**src/rtl/issue_ctrl_pkg.sv**
```systemverilog
// rtl/issue_ctrl_pkg.sv - shared instruction types, field bounds and FSM states for issue_ctrl
package issue_ctrl_pkg;

   // Instruction field layout: op [15:12], rd [11:8], rs [7:4]
   localparam int OP_HI = 15;
   localparam int OP_LO = 12;
   localparam int RD_HI = 11;
   localparam int RD_LO = 8;
   localparam int RS_HI = 7;
   localparam int RS_LO = 4;

   typedef logic [15:0] inst_t;

   localparam inst_t NOP_INST = 16'h0000;

   typedef enum logic [1:0] {
      ST_RUN   = 2'd0,
      ST_STALL = 2'd1,
      ST_FLUSH = 2'd2
   } issue_state_e;

   // RAW hazard of a queued head against the last real instruction issued;
   // a NOP on either side never hazards
   function automatic logic raw_hazard(input inst_t head, input inst_t last);
      return (head[OP_HI:OP_LO] != 4'd0) && (last[OP_HI:OP_LO] != 4'd0) &&
             ((head[RD_HI:RD_LO] == last[RD_HI:RD_LO]) ||
              (head[RS_HI:RS_LO] == last[RD_HI:RD_LO]));
   endfunction

endpackage

```
**src/rtl/issue_fifo.sv**
```systemverilog
// rtl/issue_fifo.sv - DEPTH x WIDTH synchronous FIFO with clear, full/empty and occupancy
module issue_fifo #(
   parameter int DEPTH = 4,
   parameter int WIDTH = 16
) (
   input  logic                     i_clk,
   input  logic                     i_rst_n,
   input  logic                     i_push,
   input  logic                     i_pop,
   input  logic                     i_clear,
   input  logic [WIDTH-1:0]         i_wdata,
   output logic [WIDTH-1:0]         o_rdata,
   output logic                     o_full,
   output logic                     o_empty,
   output logic [$clog2(DEPTH):0]   o_count
);

   localparam int PW = $clog2(DEPTH);

   logic [WIDTH-1:0] r_mem [DEPTH];
   logic [PW-1:0]    r_wr_ptr;
   logic [PW-1:0]    r_rd_ptr;
   logic [PW:0]      r_count;
   logic             w_push;
   logic             w_pop;

   // full comes from the occupancy count, so wrapped pointers never alias
   assign o_full  = (r_count == (PW+1)'(DEPTH));
   assign o_empty = (r_count == '0);
   assign o_count = r_count;
   assign o_rdata = r_mem[r_rd_ptr];

   // a push into a full FIFO is only honoured together with a pop
   assign w_push = i_push && (!o_full || i_pop);
   assign w_pop  = i_pop && !o_empty;

   // pointer and occupancy bookkeeping; clear empties the FIFO in one cycle
   always_ff @(posedge i_clk or negedge i_rst_n) begin
      if (!i_rst_n) begin
         r_wr_ptr <= '0;
         r_rd_ptr <= '0;
         r_count  <= '0;
      end else if (i_clear) begin
         r_wr_ptr <= '0;
         r_rd_ptr <= '0;
         r_count  <= '0;
      end else begin
         if (w_push) r_wr_ptr <= r_wr_ptr + 1'b1;
         if (w_pop)  r_rd_ptr <= r_rd_ptr + 1'b1;
         case ({w_push, w_pop})
            2'b10:   r_count <= r_count + 1'b1;
            2'b01:   r_count <= r_count - 1'b1;
            default: r_count <= r_count;
         endcase
      end
   end

   // storage write; contents need no reset because occupancy gates every read
   always_ff @(posedge i_clk) begin
      if (w_push && !i_clear) r_mem[r_wr_ptr] <= i_wdata;
   end

endmodule

```
**src/rtl/issue_ctrl.sv**
```systemverilog
// rtl/issue_ctrl.sv - fetch-to-schedule issue controller with RAW bubbles and flush; ISSUE_PERF_EN adds stall/flush counters
module issue_ctrl
   import issue_ctrl_pkg::*;
#(
   parameter int DEPTH        = 4,
   parameter int STALL_CYCLES = 2,
   parameter int INST_W       = 16
) (
   input  logic                     clk,
   input  logic                     rst,
   input  logic                     fetch_valid,
   input  logic [INST_W-1:0]        fetch_inst,
   output logic                     fetch_ready,
   input  logic                     do_branch,
   input  logic                     do_jump,
   output logic [INST_W-1:0]        issue_inst,
   output logic                     issue_valid,
   output logic                     stall,
   output logic [$clog2(DEPTH):0]   q_count
`ifdef ISSUE_PERF_EN
   ,
   output logic [31:0]              stall_total,
   output logic [15:0]              flush_total
`endif
);

   // the hazard cycle itself issues the first bubble, so STALL holds for
   // STALL_CYCLES-1 further cycles
   localparam int          CW       = $clog2(STALL_CYCLES + 1);
   localparam logic [CW-1:0] CNT_LOAD = CW'((STALL_CYCLES >= 2) ? (STALL_CYCLES - 2) : 0);

   issue_state_e        r_state;
   logic [CW-1:0]       r_cnt;
   logic [INST_W-1:0]   r_last;
   logic [INST_W-1:0]   r_issue_inst;
   logic                r_issue_valid;
   logic                r_stall;

   logic                w_flush_req;
   logic [INST_W-1:0]   w_head;
   logic                w_full;
   logic                w_empty;
   logic                w_hazard;
   logic                w_pop_ok;
   logic                w_push;
   logic                w_pop;
   logic                w_clear;

   assign w_flush_req = do_branch | do_jump;
   assign w_hazard    = !w_empty && raw_hazard(inst_t'(w_head[15:0]), inst_t'(r_last[15:0]));
   assign w_pop_ok    = (r_state == ST_RUN) && !w_empty && !w_hazard;

   // a full FIFO still takes a push in a cycle where the head is issued
   assign fetch_ready = (!w_full || w_pop_ok) && (r_state != ST_FLUSH);
   assign w_push      = fetch_valid && fetch_ready && !w_flush_req;
   assign w_pop       = w_pop_ok && !w_flush_req;
   assign w_clear     = w_flush_req || (r_state == ST_FLUSH);

   assign issue_inst  = r_issue_inst;
   assign issue_valid = r_issue_valid;
   assign stall       = r_stall;

   issue_fifo #(
      .DEPTH (DEPTH),
      .WIDTH (INST_W)
   ) u_fifo (
      .i_clk   (clk),
      .i_rst_n (rst),
      .i_push  (w_push),
      .i_pop   (w_pop),
      .i_clear (w_clear),
      .i_wdata (fetch_inst),
      .o_rdata (w_head),
      .o_full  (w_full),
      .o_empty (w_empty),
      .o_count (q_count)
   );

   // issue FSM: registered issue outputs, bubble on hazard, flush over everything
   always_ff @(posedge clk or negedge rst) begin
      if (!rst) begin
         r_state       <= ST_RUN;
         r_cnt         <= '0;
         r_last        <= '0;
         r_issue_inst  <= '0;
         r_issue_valid <= 1'b0;
         r_stall       <= 1'b0;
      end else begin
         r_issue_inst  <= INST_W'(NOP_INST);
         r_issue_valid <= 1'b0;
         r_stall       <= 1'b0;
         if (w_flush_req) begin
            r_state <= ST_FLUSH;
            r_last  <= '0;
         end else begin
            case (r_state)
               ST_RUN: begin
                  if (w_hazard) begin
                     r_stall <= 1'b1;
                     if (STALL_CYCLES > 1) begin
                        r_state <= ST_STALL;
                        r_cnt   <= CNT_LOAD;
                     end else begin
                        r_last  <= '0;
                     end
                  end else if (!w_empty) begin
                     r_issue_inst  <= w_head;
                     r_issue_valid <= 1'b1;
                     r_last        <= w_head;
                  end
               end
               ST_STALL: begin
                  r_stall <= 1'b1;
                  if (r_cnt == '0) begin
                     r_state <= ST_RUN;
                     r_last  <= '0;
                  end else begin
                     r_cnt <= r_cnt - 1'b1;
                  end
               end
               ST_FLUSH: begin
                  r_last  <= '0;
                  r_state <= ST_RUN;
               end
               default: r_state <= ST_RUN;
            endcase
         end
      end
   end

`ifdef ISSUE_PERF_EN
   logic [31:0] r_stall_total;
   logic [15:0] r_flush_total;

   assign stall_total = r_stall_total;
   assign flush_total = r_flush_total;

   // saturating bubble and flush-entry counters
   always_ff @(posedge clk or negedge rst) begin
      if (!rst) begin
         r_stall_total <= '0;
         r_flush_total <= '0;
      end else begin
         if (r_stall && (r_stall_total != '1))
            r_stall_total <= r_stall_total + 1'b1;
         if (w_flush_req && (r_state != ST_FLUSH) && (r_flush_total != '1))
            r_flush_total <= r_flush_total + 1'b1;
      end
   end
`endif

endmodule

```
**config.mk**
```make
export PLATFORM = sky130hd
export DESIGN_NAME = issue_ctrl
export DESIGN_NICKNAME = d
export VERILOG_FILES = /design/src/rtl/issue_ctrl_pkg.sv /design/src/rtl/issue_fifo.sv /design/src/rtl/issue_ctrl.sv
export SDC_FILE = /design/constraint.sdc
export NUM_CORES = 1
export LEC_CHECK = 0
export ABC_AREA = 1
export CAP_MARGIN = 0
export CORE_UTILIZATION = 40
export CTS_CLUSTER_SIZE = 8
export DETAILED_ROUTE_END_ITERATION = 7
export GPL_TIMING_DRIVEN = 0
export PLACE_DENSITY = 0.64
export RECOVER_POWER = 100
export SYNTH_ARGS = -nofsm -noshare
export SYNTH_HDL_FRONTEND = slang
export SYNTH_SLANG_ARGS = --single-unit
```
**constraint.sdc**
```tcl
create_clock -name clk -period 2.6 [get_ports clk]
set_clock_uncertainty 0.2 [all_clocks]
set_input_delay 0.52 -clock clk [delete_from_list [all_inputs] [get_ports clk]]
set_output_delay 0.52 -clock clk [all_outputs]
set_load 0.05 [all_outputs]
```
==> qor.yml <==
pwr:
  clkPwrFrac: 0.340
  p_switching_uw: 639
  p_int_mw: 2.12
  power.share.switching: 0.231
  leakage_nw: 2.45
  power.density_mw_per_mm2: 474
  p_total_mw: 2.76
  ir_drop_mv: 0.209
  pwr-share-comb: 0.038
  seq_power_share: 0.622
final_layout:
  syn_to_final_growth_pct: 32.4
  diodes: 0
  stdcell_area_mm2: 0.00583
  drive_gt1_frac: 0.262
  nets: 526
place:
  io_buffers: 42
  place_hpwl_um: 5890
  place.gp.congestion: 0.777
  place_ws_ns: -0.818
  dpl-instance-area_mm2: 0.00507
status:
  violations: "setup timing"
  outcome: "finished, violations left"
sta:
  setup_viol: 74
  tightest_slew_ns: 0.956
  min_period_ns: 2.98
  fin_setup_tns_ns: -5.36
  setup_ws_ns: -0.379
  period_share: 1.15
  relSlewSlack: 0.363
  hold_slack_ns: 0.0755
  max_freq_mhz: 336
  slew_viol_final: 0
  rsz0062_at_grt: "true"
  hold_violations: 0
clock_tree:
  clk_pin_slew_worst_paths_ns: 0.10
  clock_sinks: 101
  cts_hold_buf: 0
  root_buffer: "clkbuf_8"
  cts-buffers-inserted: 9
  cts_buffer_depth: 2
  htree_num_levels: 3
  insertion_delay_ns: 0.38
  cts_tree: "yes"
drt:
  drc: 0
  routed_wl_um: 9420
  drtIter0Drc: 198
  via_count: 3181
  ant_nets: 0
  drtPass1Iterations: 4
  via_per_inst: 5.00
  wl_per_cell_um: 14.8
floorplan:
  core_region_area_mm2: 0.0105
  dieArea_mm2: 0.0114
  start_util: 0.419
  dieWidth_um: 107
  num_rows: 37
  dieHeight_um: 107
  io_pins: 43
global_route:
  antenna_found_initial: 0
  overflow: 0
  met2_usage: 0.282
  met3_usage: 0.0316
  grt_pass1_vias: 3015
  met1_usage: 0.211
  grt_pass1_wl_um: 14300
  grt_util_all_layers: 0.167
  grt_max_degree: 38
  busiest_layer: "met2"
setup_path:
  reg2reg_to: "u_fifo.o_count[2]$_DFFE_PN0P_"
  startpoint_type: "flop"
  critPathKind: "reg2out"
  critPathLaunch: "u_fifo.r_rd_ptr[0]$_DFFE_PN0P_"
  r2r-start: "u_fifo.r_rd_ptr[0]$_DFFE_PN0P_"
  crit_required_ns: 1.88
  crit_end: "fetch_ready"
  r2r_slack_ns: -0.35
  worstSetupEndpointType: "primary output"
  crit_arrival_ns: 2.26
  crit_fanout: 5
  ff2ff_path_depth: 21
logic_synthesis:
  synth_fp_nets: 438
  avgSynthCellArea_um2: 10.8
  synth_area_mm2: 0.00440
  synth.yosys.seq_area_share: 0.647
  synthCells: 407
  synth_cell_type_count: 30
  ys_warn_count: 0
  synth-seq-cells: 101
hold_path:
  worstHoldPathType: "in2async"
flow_run:
  cap_violations: 0
-- power groups by stage --
| stage | Combinational (mW) | Clock [mW] | Sequential [mW] |
|---|---|---|---|
| 6_report | 0.105 | 0.941 | 1.72 |
| 5_1_grt | 0.115 | 1.01 | 1.72 |
| 4_1_cts | 0.104 | 0.948 | 1.72 |
| 3_5_place_dp | 0.0976 | 0 | 1.75 |
| 3_3_place_gp | 0.0940 | 0 | 1.75 |
| 2_1_floorplan | 0.0343 | 0 | 1.75 |
-- cell families after synthesis --
logic type,synth area share
compound gates,0.0366
flops,0.647
buf+inv,0.0560
simple gates,0.229
fa+ha+maj,0.0301
xor+xnor,0.00199
-- repair_timing --
| item | CTS | global route |
|---|---|---|
| setup buffers | 14 | 14 |
| cloned | 1 | 3 |
| endpoints found under the setup margin | 65 | 68 |
| pin swaps | 18 | 29 |
| resized for setup | 48 | 33 |
-- sequential cells by signal, indices dropped and copies added (netlist names) --
| register | cells |
|---|---|
| r_cnt | 2 |
| u_fifo.r_rd_ptr | 2 |
| r_state | 2 |
| issue_valid | 1 |
| u_fifo.o_count | 3 |
| u_fifo.r_mem | 64 |
| stall | 1 |
| issue_inst | 16 |
| u_fifo.r_wr_ptr | 2 |
| r_last | 8 |
-- critical path: stages, from the launching register on --
cell,delay (ns)
dfrtp_1,0.39
buf_6,0.14
buf_12,0.13
clkbuf_16,0.15
nand2_1,0.09
nand3_2,0.10
nand2_2,0.09
nand2_1,0.05
nand2_1,0.05
nor2_1,0.04
nand2_1,0.06
nand2_2,0.08
nand2_4,0.10
nand2_4,0.07
a21oi_4,0.17
buf_6,0.17
-- area by class of cell --
type / instances / area [um2]
clock buffer: 10 / 128
buffer: 12 / 128
sequential: 101 / 2850
fill: 853 / 4680
clock inverter: 6 / 53.8
inverter: 33 / 134
multi-input combinational: 261 / 1560
tap: 136 / 170
timing repair buffer: 77 / 813
-- synth_stat cells, drive strengths merged --
cell type    n  area, um2
a211oi       4       30.0
a21oi       12       60.1
a31oi        1       21.3
buf         11        111
clkbuf       1       3.75
dfrtp       37        926
edfxtp      64       1920
fa           1       20.0
ha           9        113
inv         33        131
nand2      131        527
nand3       50        300
nor2        37        146
nor3         3       15.0
nor4         1       6.26
o21ai        6       30.0
o21bai       1       7.51
o22ai        2       12.5
or2          2       12.5
xor2         1       8.76
-- stage by stage --
| stage | utilization | instances |
|---|---|---|
| 2_1_floorplan | - | 407 |
| 3_3_place_gp | 0.475 | 585 |
| 3_5_place_dp | 0.483 | 589 |
| 4_1_cts | 0.528 | 620 |
| 5_1_grt | 0.555 | 636 |
| 6_report | 0.555 | 636 |
-- layout by cell type (no fill, tap or decap), drive strengths merged --
master and instances:
a211oi 4, a21oi 12, a31oi 1, buf 43
clkbuf 16, clkdlybuf4s50 24, clkinv 1, clkinvlp 1
dfrtp 37, dlygate4sd3 16, edfxtp 64, fa 1
ha 9, inv 37, nand2 131, nand3 50
nor2 37, nor3 3, nor4 1, o21ai 6
o21bai 1, o22ai 2, or2 2, xor2 1
-- how the worst min path moves through the flow --
stage	depth (start not counted)	slack [ns]	end
6_report	1	0.08	u_fifo.o_count[0]$_DFFE_PN0P_
5_1_grt	1	0.16	r_state[0]$_DFFE_PN0P_
4_1_cts	1	0.07	u_fifo.o_count[0]$_DFFE_PN0P_
3_5_place_dp	2	0.26	r_last[14]$_DFFE_PN0P_
3_3_place_gp	2	0.26	r_last[14]$_DFFE_PN0P_
2_1_floorplan	0	0.02	issue_inst[0]$_DFF_PN0_
-- metal layers --
| layer | vias to the layer above | wire, um |
|---|---|---|
| li1 | 1527 | - |
| met1 | 1546 | 4120 |
| met2 | 88 | 4770 |
| met3 | 20 | 330 |
| met4 | 0 | 206 |
| met5 | - | 0 |
Note: power is estimated with default switching activity, not from simulation.
